==> config.mk <==
export PLATFORM = sky130hd
export DESIGN_NAME = baud_frac_gen
export DESIGN_NICKNAME = d
export VERILOG_FILES = /design/src/rtl/uart_pkg.sv /design/src/rtl/frac_accum.sv /design/src/rtl/baud_frac_gen.sv
export SDC_FILE = /design/constraint.sdc
export NUM_CORES = 1
export LEC_CHECK = 0
export ABC_AREA = 1
export CAP_MARGIN = 20
export CORE_MARGIN = 2
export CORE_UTILIZATION = 35
export CTS_CLUSTER_SIZE = 10
export DETAILED_ROUTE_END_ITERATION = 10
export PLACE_DENSITY = 0.53
export SYNTH_ARGS = -nofsm -noshare
export SYNTH_HDL_FRONTEND = slang
export SYNTH_SLANG_ARGS = --single-unit
==> constraint.sdc <==
create_clock -name clk -period 7.1 [get_ports clk]
set_input_delay 1.42 -clock clk [delete_from_list [all_inputs] [get_ports clk]]
set_output_delay 1.42 -clock clk [all_outputs]
set_load 0.01 [all_outputs]
==> src/rtl/uart_pkg.sv <==
// uart_pkg: shared constants and helpers for the UART datapath.
//   DEFAULT_OVERSAMPLE : oversample ticks per bit used when a block does not
//                        override it.
//   reset_divisor()    : rounded fixed-point divisor
//                        round(clk_hz * 2^frac_w / (baud * oversample)).
//                        The integer part is result >> frac_w and the
//                        fraction is the low frac_w bits.
package uart_pkg;

  localparam int unsigned DEFAULT_OVERSAMPLE = 16;

  function automatic longint unsigned reset_divisor(
    input longint unsigned clk_hz,
    input longint unsigned baud,
    input longint unsigned oversample,
    input int unsigned     frac_w
  );
    longint unsigned num;
    longint unsigned den;
    num = clk_hz << frac_w;
    den = baud * oversample;
    // Round to nearest: (2*num + den) / (2*den).
    return ((2 * num) + den) / (2 * den);
  endfunction

endpackage

==> src/rtl/frac_accum.sv <==
// frac_accum: fractional accumulator for a fractional-N divider.
//   clk     in  : clock, rising edge
//   reset   in  : asynchronous, active-low
//   clear   in  : synchronous zero of the accumulator (wins over step)
//   step    in  : accumulate addend this cycle
//   restart in  : treat the accumulator as zero for this add (divisor swap)
//   addend  in  : fractional divisor, FRAC_W bits
//   carry   out : carry out of the current add (combinational, valid with step)
module frac_accum #(
  parameter int unsigned FRAC_W = 4
) (
  input  logic              clk,
  input  logic              reset,
  input  logic              clear,
  input  logic              step,
  input  logic              restart,
  input  logic [FRAC_W-1:0] addend,
  output logic              carry
);

  logic [FRAC_W-1:0] acc;
  logic [FRAC_W-1:0] base;
  logic [FRAC_W:0]   sum;

  always_comb begin
    base  = restart ? '0 : acc;
    sum   = {1'b0, base} + {1'b0, addend};
    carry = sum[FRAC_W];
  end

  always_ff @(posedge clk or negedge reset) begin
    if (!reset) begin
      acc <= '0;
    end else if (clear) begin
      acc <= '0;
    end else if (step) begin
      acc <= sum[FRAC_W-1:0];
    end
  end

endmodule

==> src/rtl/baud_frac_gen.sv <==
// baud_frac_gen: programmable fractional-N oversampling baud generator.
//   clk         in  : system clock, rising edge
//   reset       in  : asynchronous, active-low
//   enable      in  : count enable
//   clear       in  : synchronous phase restart (priority over enable)
//   div_load    in  : one-cycle divisor write strobe
//   div_int     in  : integer divisor (must be >= 2 to be accepted)
//   div_frac    in  : fractional divisor in 1/2^FRAC_W units
//   tick        out : oversample tick, one cycle wide
//   bit_tick    out : tick on which phase wraps to 0
//   phase       out : tick index within the bit
//   div_pending out : a loaded divisor waits for the next terminal count
//   div_err     out : one-cycle pulse for a rejected load
module baud_frac_gen
  import uart_pkg::*;
#(
  parameter int unsigned CLK_HZ     = 100_000_000,
  parameter int unsigned BAUD       = 9600,
  parameter int unsigned OVERSAMPLE = DEFAULT_OVERSAMPLE,
  parameter int unsigned DIV_W      = 16,
  parameter int unsigned FRAC_W     = 4
) (
  input  logic                          clk,
  input  logic                          reset,
  input  logic                          enable,
  input  logic                          clear,
  input  logic                          div_load,
  input  logic [DIV_W-1:0]              div_int,
  input  logic [FRAC_W-1:0]             div_frac,
  output logic                          tick,
  output logic                          bit_tick,
  output logic [$clog2(OVERSAMPLE)-1:0] phase,
  output logic                          div_pending,
  output logic                          div_err
);

  localparam longint unsigned RST_DIV   = reset_divisor(CLK_HZ, BAUD, OVERSAMPLE, FRAC_W);
  localparam longint unsigned RST_INT_L = RST_DIV >> FRAC_W;
  localparam logic [DIV_W-1:0]  RST_INT  = DIV_W'(RST_INT_L);
  localparam logic [FRAC_W-1:0] RST_FRAC = FRAC_W'(RST_DIV);

  if (RST_INT_L < 64'd2 || RST_INT_L > ((64'd1 << DIV_W) - 64'd1)) begin : g_bad_reset_div
    $error("baud_frac_gen: reset integer divisor must be >= 2 and fit in DIV_W");
  end

  if (OVERSAMPLE < 2 || (OVERSAMPLE & (OVERSAMPLE - 1)) != 0) begin : g_bad_oversample
    $error("baud_frac_gen: OVERSAMPLE must be a power of two >= 2");
  end

  logic [DIV_W-1:0]  cnt;
  logic [DIV_W-1:0]  act_int;
  logic [FRAC_W-1:0] act_frac;
  logic [DIV_W-1:0]  sh_int;
  logic [FRAC_W-1:0] sh_frac;

  logic              load_ok;
  logic              terminal;
  logic              use_shadow;
  logic              carry;
  logic [FRAC_W-1:0] addend;
  logic [DIV_W-1:0]  rel_int;
  logic [DIV_W-1:0]  clr_int;
  logic [FRAC_W-1:0] clr_frac;

  always_comb begin
    load_ok    = div_load && (div_int >= DIV_W'(2));
    terminal   = enable && !clear && (cnt == '0);
    // A divisor pending before this edge is swapped in at the terminal; a
    // load arriving on the same edge only becomes pending.
    use_shadow = terminal && div_pending;
    addend     = use_shadow ? sh_frac : act_frac;
    rel_int    = use_shadow ? sh_int  : act_int;
    // On clear, a same-cycle load is captured first and applied directly.
    if (load_ok) begin
      clr_int  = div_int;
      clr_frac = div_frac;
    end else if (div_pending) begin
      clr_int  = sh_int;
      clr_frac = sh_frac;
    end else begin
      clr_int  = act_int;
      clr_frac = act_frac;
    end
  end

  frac_accum #(
    .FRAC_W (FRAC_W)
  ) u_frac_accum (
    .clk     (clk),
    .reset   (reset),
    .clear   (clear),
    .step    (terminal),
    .restart (use_shadow),
    .addend  (addend),
    .carry   (carry)
  );

  always_ff @(posedge clk or negedge reset) begin
    if (!reset) begin
      cnt         <= RST_INT - DIV_W'(1);
      act_int     <= RST_INT;
      act_frac    <= RST_FRAC;
      sh_int      <= RST_INT;
      sh_frac     <= RST_FRAC;
      div_pending <= 1'b0;
      phase       <= '0;
      tick        <= 1'b0;
      bit_tick    <= 1'b0;
      div_err     <= 1'b0;
    end else begin
      div_err <= div_load && !load_ok;
      if (load_ok) begin
        sh_int  <= div_int;
        sh_frac <= div_frac;
      end

      if (clear) begin
        act_int     <= clr_int;
        act_frac    <= clr_frac;
        cnt         <= clr_int - DIV_W'(1);
        div_pending <= 1'b0;
        phase       <= '0;
        tick        <= 1'b0;
        bit_tick    <= 1'b0;
      end else if (terminal) begin
        tick     <= 1'b1;
        bit_tick <= (phase == '1);
        phase    <= phase + 1'b1;
        cnt      <= rel_int - DIV_W'(1) + DIV_W'(carry);
        if (use_shadow) begin
          act_int  <= sh_int;
          act_frac <= sh_frac;
        end
        div_pending <= load_ok;
      end else begin
        tick     <= 1'b0;
        bit_tick <= 1'b0;
        if (enable) begin
          cnt <= cnt - DIV_W'(1);
        end
        if (load_ok) begin
          div_pending <= 1'b1;
        end
      end
    end
  end

endmodule

# After elaboration in Yosys (flattened, before gate mapping)
# Index checks and enable logic that the tools add are counted.
# op_classes
magnitude_cmp	1
mux	25
eq_ne	2
addsub	6
reduce_logical	12
# op_table
op	count
$mux W16	8
$sub A16 B1 Y16 const B	3
$mux W4	10
$add A16 B1 Y16	1
$ge A16 B2 Y1 const B	1
$logic_not A16 Y1	1
$mux W1	7
$reduce_bool A3 Y1	2
$add A4 B4 Y5	1
$logic_and A1 B1 Y1	5
$add A4 B1 Y4 const B	1
$eq A4 B4 Y1 const B	1
$ne A3 B1 Y1 const B	1
$logic_not A1 Y1	2
$reduce_and A2 Y1	1
$reduce_bool A2 Y1	1
# totals
register_bits	68
output_inout_bits	8
input_bits	25
elab_cells	57

# Logic depth before layout (Yosys ltp)
# depth
ltp_word	9
ltp_mapped	25
depth_no_buf	24

# Modules after synthesis
# A second synthesis with hierarchy kept.
# unflattened
cells_unflattened	701
hier_area_um2	4906.0
# by_module_without_submodules
module	cells_each	instances	area_each_um2	seq_area_each_um2
baud_frac_gen	660	1	4588.2	1621.6
frac_accum	41	1	317.8	100.1

# Worst setup path after synthesis
# OpenSTA, ideal clock, no wires.
# synth_timing
kind	in2reg
startpoint	input clear
endpoint	register cnt[10]
slack_ps	2843
cell_stages	22
required_time_ps	6982
setup_time_ps	118
t_arrival_ps	4139
path_cell_list	buf_2 inv_4 nand2_2 nor2_4 nand3_2 nor2_4 buf_2 nor2_1 ha_1 fa_1 nand2_1 nand2_1 a21oi_1 ha_1 ha_1 nand2_1 nor2_4 nand3_1 nand3_1 nand2_1 nand3b_1 nand2_1
# synth_via
elab_chain_cells	9
# synth_lines
element	line_no	rtl
from (decl)	baud_frac_gen.sv:26	input logic clear,
$logic_not A1 Y1	baud_frac_gen.sv:67	terminal = enable && !clear && (cnt == '0);
$logic_and A1 B1 Y1 (2 in series)	baud_frac_gen.sv:67	
$logic_and A1 B1 Y1	baud_frac_gen.sv:70	use_shadow = terminal && div_pending;
$mux W16 (tied with other cells)	--	
$sub A16 B1 Y16 or $add A4 B4 Y5 (tied branches)	baud_frac_gen.sv:129, frac_accum.sv:27	
$add A16 B1 Y16	baud_frac_gen.sv:129	cnt <= rel_int - DIV_W'(1) + DIV_W'(carry);
$mux W16	baud_frac_gen.sv:125	end else if (terminal) begin
$mux W16	baud_frac_gen.sv:117	if (clear) begin
to (signal assigned)	baud_frac_gen.sv:120	cnt <= clr_int - DIV_W'(1);
to (signal assigned)	baud_frac_gen.sv:129	
to (signal assigned)	baud_frac_gen.sv:139	cnt <= cnt - DIV_W'(1);
to (decl)	baud_frac_gen.sv:50	logic [DIV_W-1:0] cnt;
# Parallel ways exist; a longest one is shown, timed or not.
# A chain may end at the register's enable or synchronous reset.

# Final worst setup path
# layout_timing
startpoint	input clear
endpoint	register cnt[6]
# The elaborated chain is that of the path after synthesis.

==> impl_results.md <==
* Status: finished clean
* Die Ht at 120.3 um
* Minimum clock period at 5.002 ns
* FMAX at 0.1999 GHz
* GR Overflow Total at 0
* Row count at 42
* WP data required at 7.32 ns
* Setup TNS at 0 ns
* Sequential fraction of the synthesis area at 36.39%
* Worst Path Buf+Inv at 2
* Post-synth cell types at 45
* Via count at 4503
* Synth area leaders: dfrtp_1, nand2_1, o21ai_0
* Hold_sp: sh_frac[0]
* Final hold violations at 0
* FF+latch area at 0.001722 mm2
* Slowest CP cell: fa_1
* CP Launch Type: input port
* Synth Instances at 699
* Mean routed wirelength per cell at 15.70 um
* Critical Path End Type: register
* Crit path cell chain: clkdlybuf4s50_1, inv_4, nand2_2, nor2_4, nand3_2, nor2_4, a21oi_1, fa_1, nand2_1, nand2_1, a21oi_1, ha_1, ha_1, nand3_1, nor2_1, nor3_1, o21ai_0, nand2_1
* Critical path arrival at 5.22 ns
* Htree depth at 3
* Largest net degree at the start of global routing at 69
* All-layer global routing usage at 21.28%
* Clk slew on worst S/H paths at 0.06 ns
* Area of the multi-input gates at 0.002610 mm2
* Least-Margin Pin Slew at 0.9009 ns
* Family with the most delay on the worst path: simple AND/OR/NAND/NOR gates
* Clock root buffer: clkbuf_16
* Final non-filler cell total at 903
* Share of layout cells above drive strength 1 at 9.766%
* Top_reg_cell synth: dfrtp_1
* DRC errors left at 0
* R2R cell count at 14
* First-pass GRT wire length at 23740 um
* Clk_skew at 0.006972 ns
* Clk_lat worst skew at 0.35 ns
* Cell area power density at 238.8 mW/mm2
* CP max stage delay at 0.47 ns
* Antenna-violating nets left at 0
* Max FO, Critical Path at 27
* Routed WL at 14180 um
* DIE AREA at 0.01446 mm2
* GPL Wtd Cong at 0.9148
* Dpl hpwl at 10130 um
* Antenna Cells at 0
* Area of the core at 0.01324 mm2
* Share of synthesized flip-flops with an asynchronous set or reset at 100.0%
* Drt first pass iters at 5
* Inserted Clock Buffers at 9
* Period Utilization, post-route at 70.45%
* Initial Utilization at 35.72%
* Die Width at 120.3 um
* Placed Cells incl. Taps at 887
* Hold depth at 2
* Cts repair resizes at 0
* Number of global-route vias before repair at 4620
* IO Count at 33
* Slew Viols, Final at 0
* FILL cells at 1401
* Drt first-iter violations at 297
* RSZ-0062 raised after global routing: no
* PortBufs at 32
* Hold WC Path Type: reg2reg
* Sink Count at 68
* Slew HR at 39.94%
* Cell mode on critical path: nand2_1
* Max-Cap Viols at 0
* Post-Syn Area at 0.004731 mm2
* Number of warnings issued by yosys at 0
* Final net count at 758
* Post-CTS setup buffer count at 0
* Register bit count reported by yosys at 68
* Crit path depth at 18
* Synth area leader: dfrtp_1
* VDD IR max at 0.1313 mV
* Reg-to-Reg Start: div_pending
* Mean area per synthesized cell at 6.768 um2
* Leak at 2.581 nW
* Yosys top cell area share at 27.51%
* Initial antenna violation count at 0
* Setup-failing EPs final at 0
* Avg Vias per Cell at 4.987
* Crit Path Class: in2reg
* Number of synthesized flops with an enable pin at 0
* Crit. Startpoint: clear
* CTS Hold Bufs at 0
* CTS Buffer Depth at 2
* Area Overhead vs Synth at 17.19%
* CTS tree: yes
* Synth Net Count at 735
## per-stage QoR
stage | power, mW | setup WS, ns | hold WS (ns) | cell area [um2] | utilization [%]
final | 1.324 | 2.098 | 0.4923 | 5544 | 41.87
after detailed placement | 0.7826 | 1.768 | 0.4796 | 5185 | 39.15
after global routing | 1.406 | 1.678 | 0.5246 | 5544 | 41.87
after global placement | 0.7789 | 1.824 | 0.4784 | 5185 | 39.15
after CTS | 1.338 | 2.113 | 0.4952 | 5544 | 41.87
after floorplan | 0.6872 | 2.843 | 0.4534 | 4731 | -
## cells in the mapped netlist, drive strengths merged (2+ instances only)
library cell and instances:
nand2 220, o21ai 95, nor2 87, inv 75, dfrtp 52, nand3 45, a21oi 18, dfstp 16
buf 12, clkbuf 12, nand4 12, ha 10, xor2 9, nor3 6, o22ai 5, o31ai 4
xnor2 4, o21a 3, a31oi 2
## cell type report
| class | count | area share (%) |
|---|---|---|
| repair buffers | 36 | 6.229 |
| inverters | 76 | 5.191 |
| well taps | 176 | 3.972 |
| multi-input cells | 531 | 47.08 |
| clock buffers | 11 | 4.559 |
| clock inverters | 5 | 1.918 |
| flip-flops and latches | 68 | 31.05 |
## report_power, final
part           internal (mW)  switching, mW
Clock                  0.364          0.183
Combinational          0.103          0.201
Sequential             0.440         0.0337
## layer usage
| metal | global-route usage (%) | share of wire, % | up-vias | wire, um |
|---|---|---|---|---|
| li1 | - | - | 2306 | - |
| met1 | 26.21 | 44 | 2044 | 6284 |
| met2 | 36.40 | 49 | 124 | 6878 |
| met3 | 4.670 | 4.7 | 29 | 669 |
| met4 | 8.067 | 2.4 | 0 | 345 |
| met5 | 0 | 0 | - | 0 |
## state kept, by name, summed over array words and instances, names as in the netlist
register / flops
act_int: 16
cnt: 16
sh_int: 16
act_frac: 4
phase: 4
sh_frac: 4
u_frac_accum.acc: 4
bit_tick: 1
div_err: 1
div_pending: 1
tick: 1
## final timing paths
kind	to	slack (ns)
worst max-delay path	cnt[6]	2.10
worst min-delay path	sh_frac[0]	0.49
worst max register to register	cnt[6]	3.15
worst min register to register	sh_frac[0]	0.49
max in group asynchronous	cnt[4]	5.22
min in group asynchronous	sh_int[12]	1.28
## tightest hold or removal path: cells and delay by family, from the launching register on
family	cells	cell delay, ns
and+or+nand+nor	2	0.12
DFF	1	0.37
## cell usage in the layout, fill, tap and decap left out, drive strengths merged
cell / instances
a21oi: 18
a22o: 1
a22oi: 1
a31oi: 2
and2: 1
buf: 5
bufinv: 3
clkbuf: 11
clkdlybuf4s50: 31
clkinv: 1
clkinvlp: 1
dfrtp: 52
dfstp: 16
fa: 1
ha: 10
inv: 76
nand2: 220
nand3: 45
nand3b: 1
nand4: 12
nor2: 87
nor2b: 1
nor3: 6
o2111ai: 1
o211ai: 1
o21a: 3
o21ai: 95
o21bai: 1
o22ai: 5
o311ai: 1
o31ai: 4
o32ai: 1
xnor2: 4
xor2: 9
## logic make-up (layout without fill, tap and decap cells)
logic type / Yosys count / after routing / share of synthesized area, %
and+or+nand+nor: 373 / 373 / 34.04
DFF: 68 / 68 / 36.39
xor gates and xnor gates: 13 / 13 / 2.407
AOI/OAI and AO/OA: 134 / 134 / 15.66
buffers and inverters: 100 / 128 / 8.437
adders and majority gates: 11 / 11 / 3.068
Power figures use the tool's default switching activity.
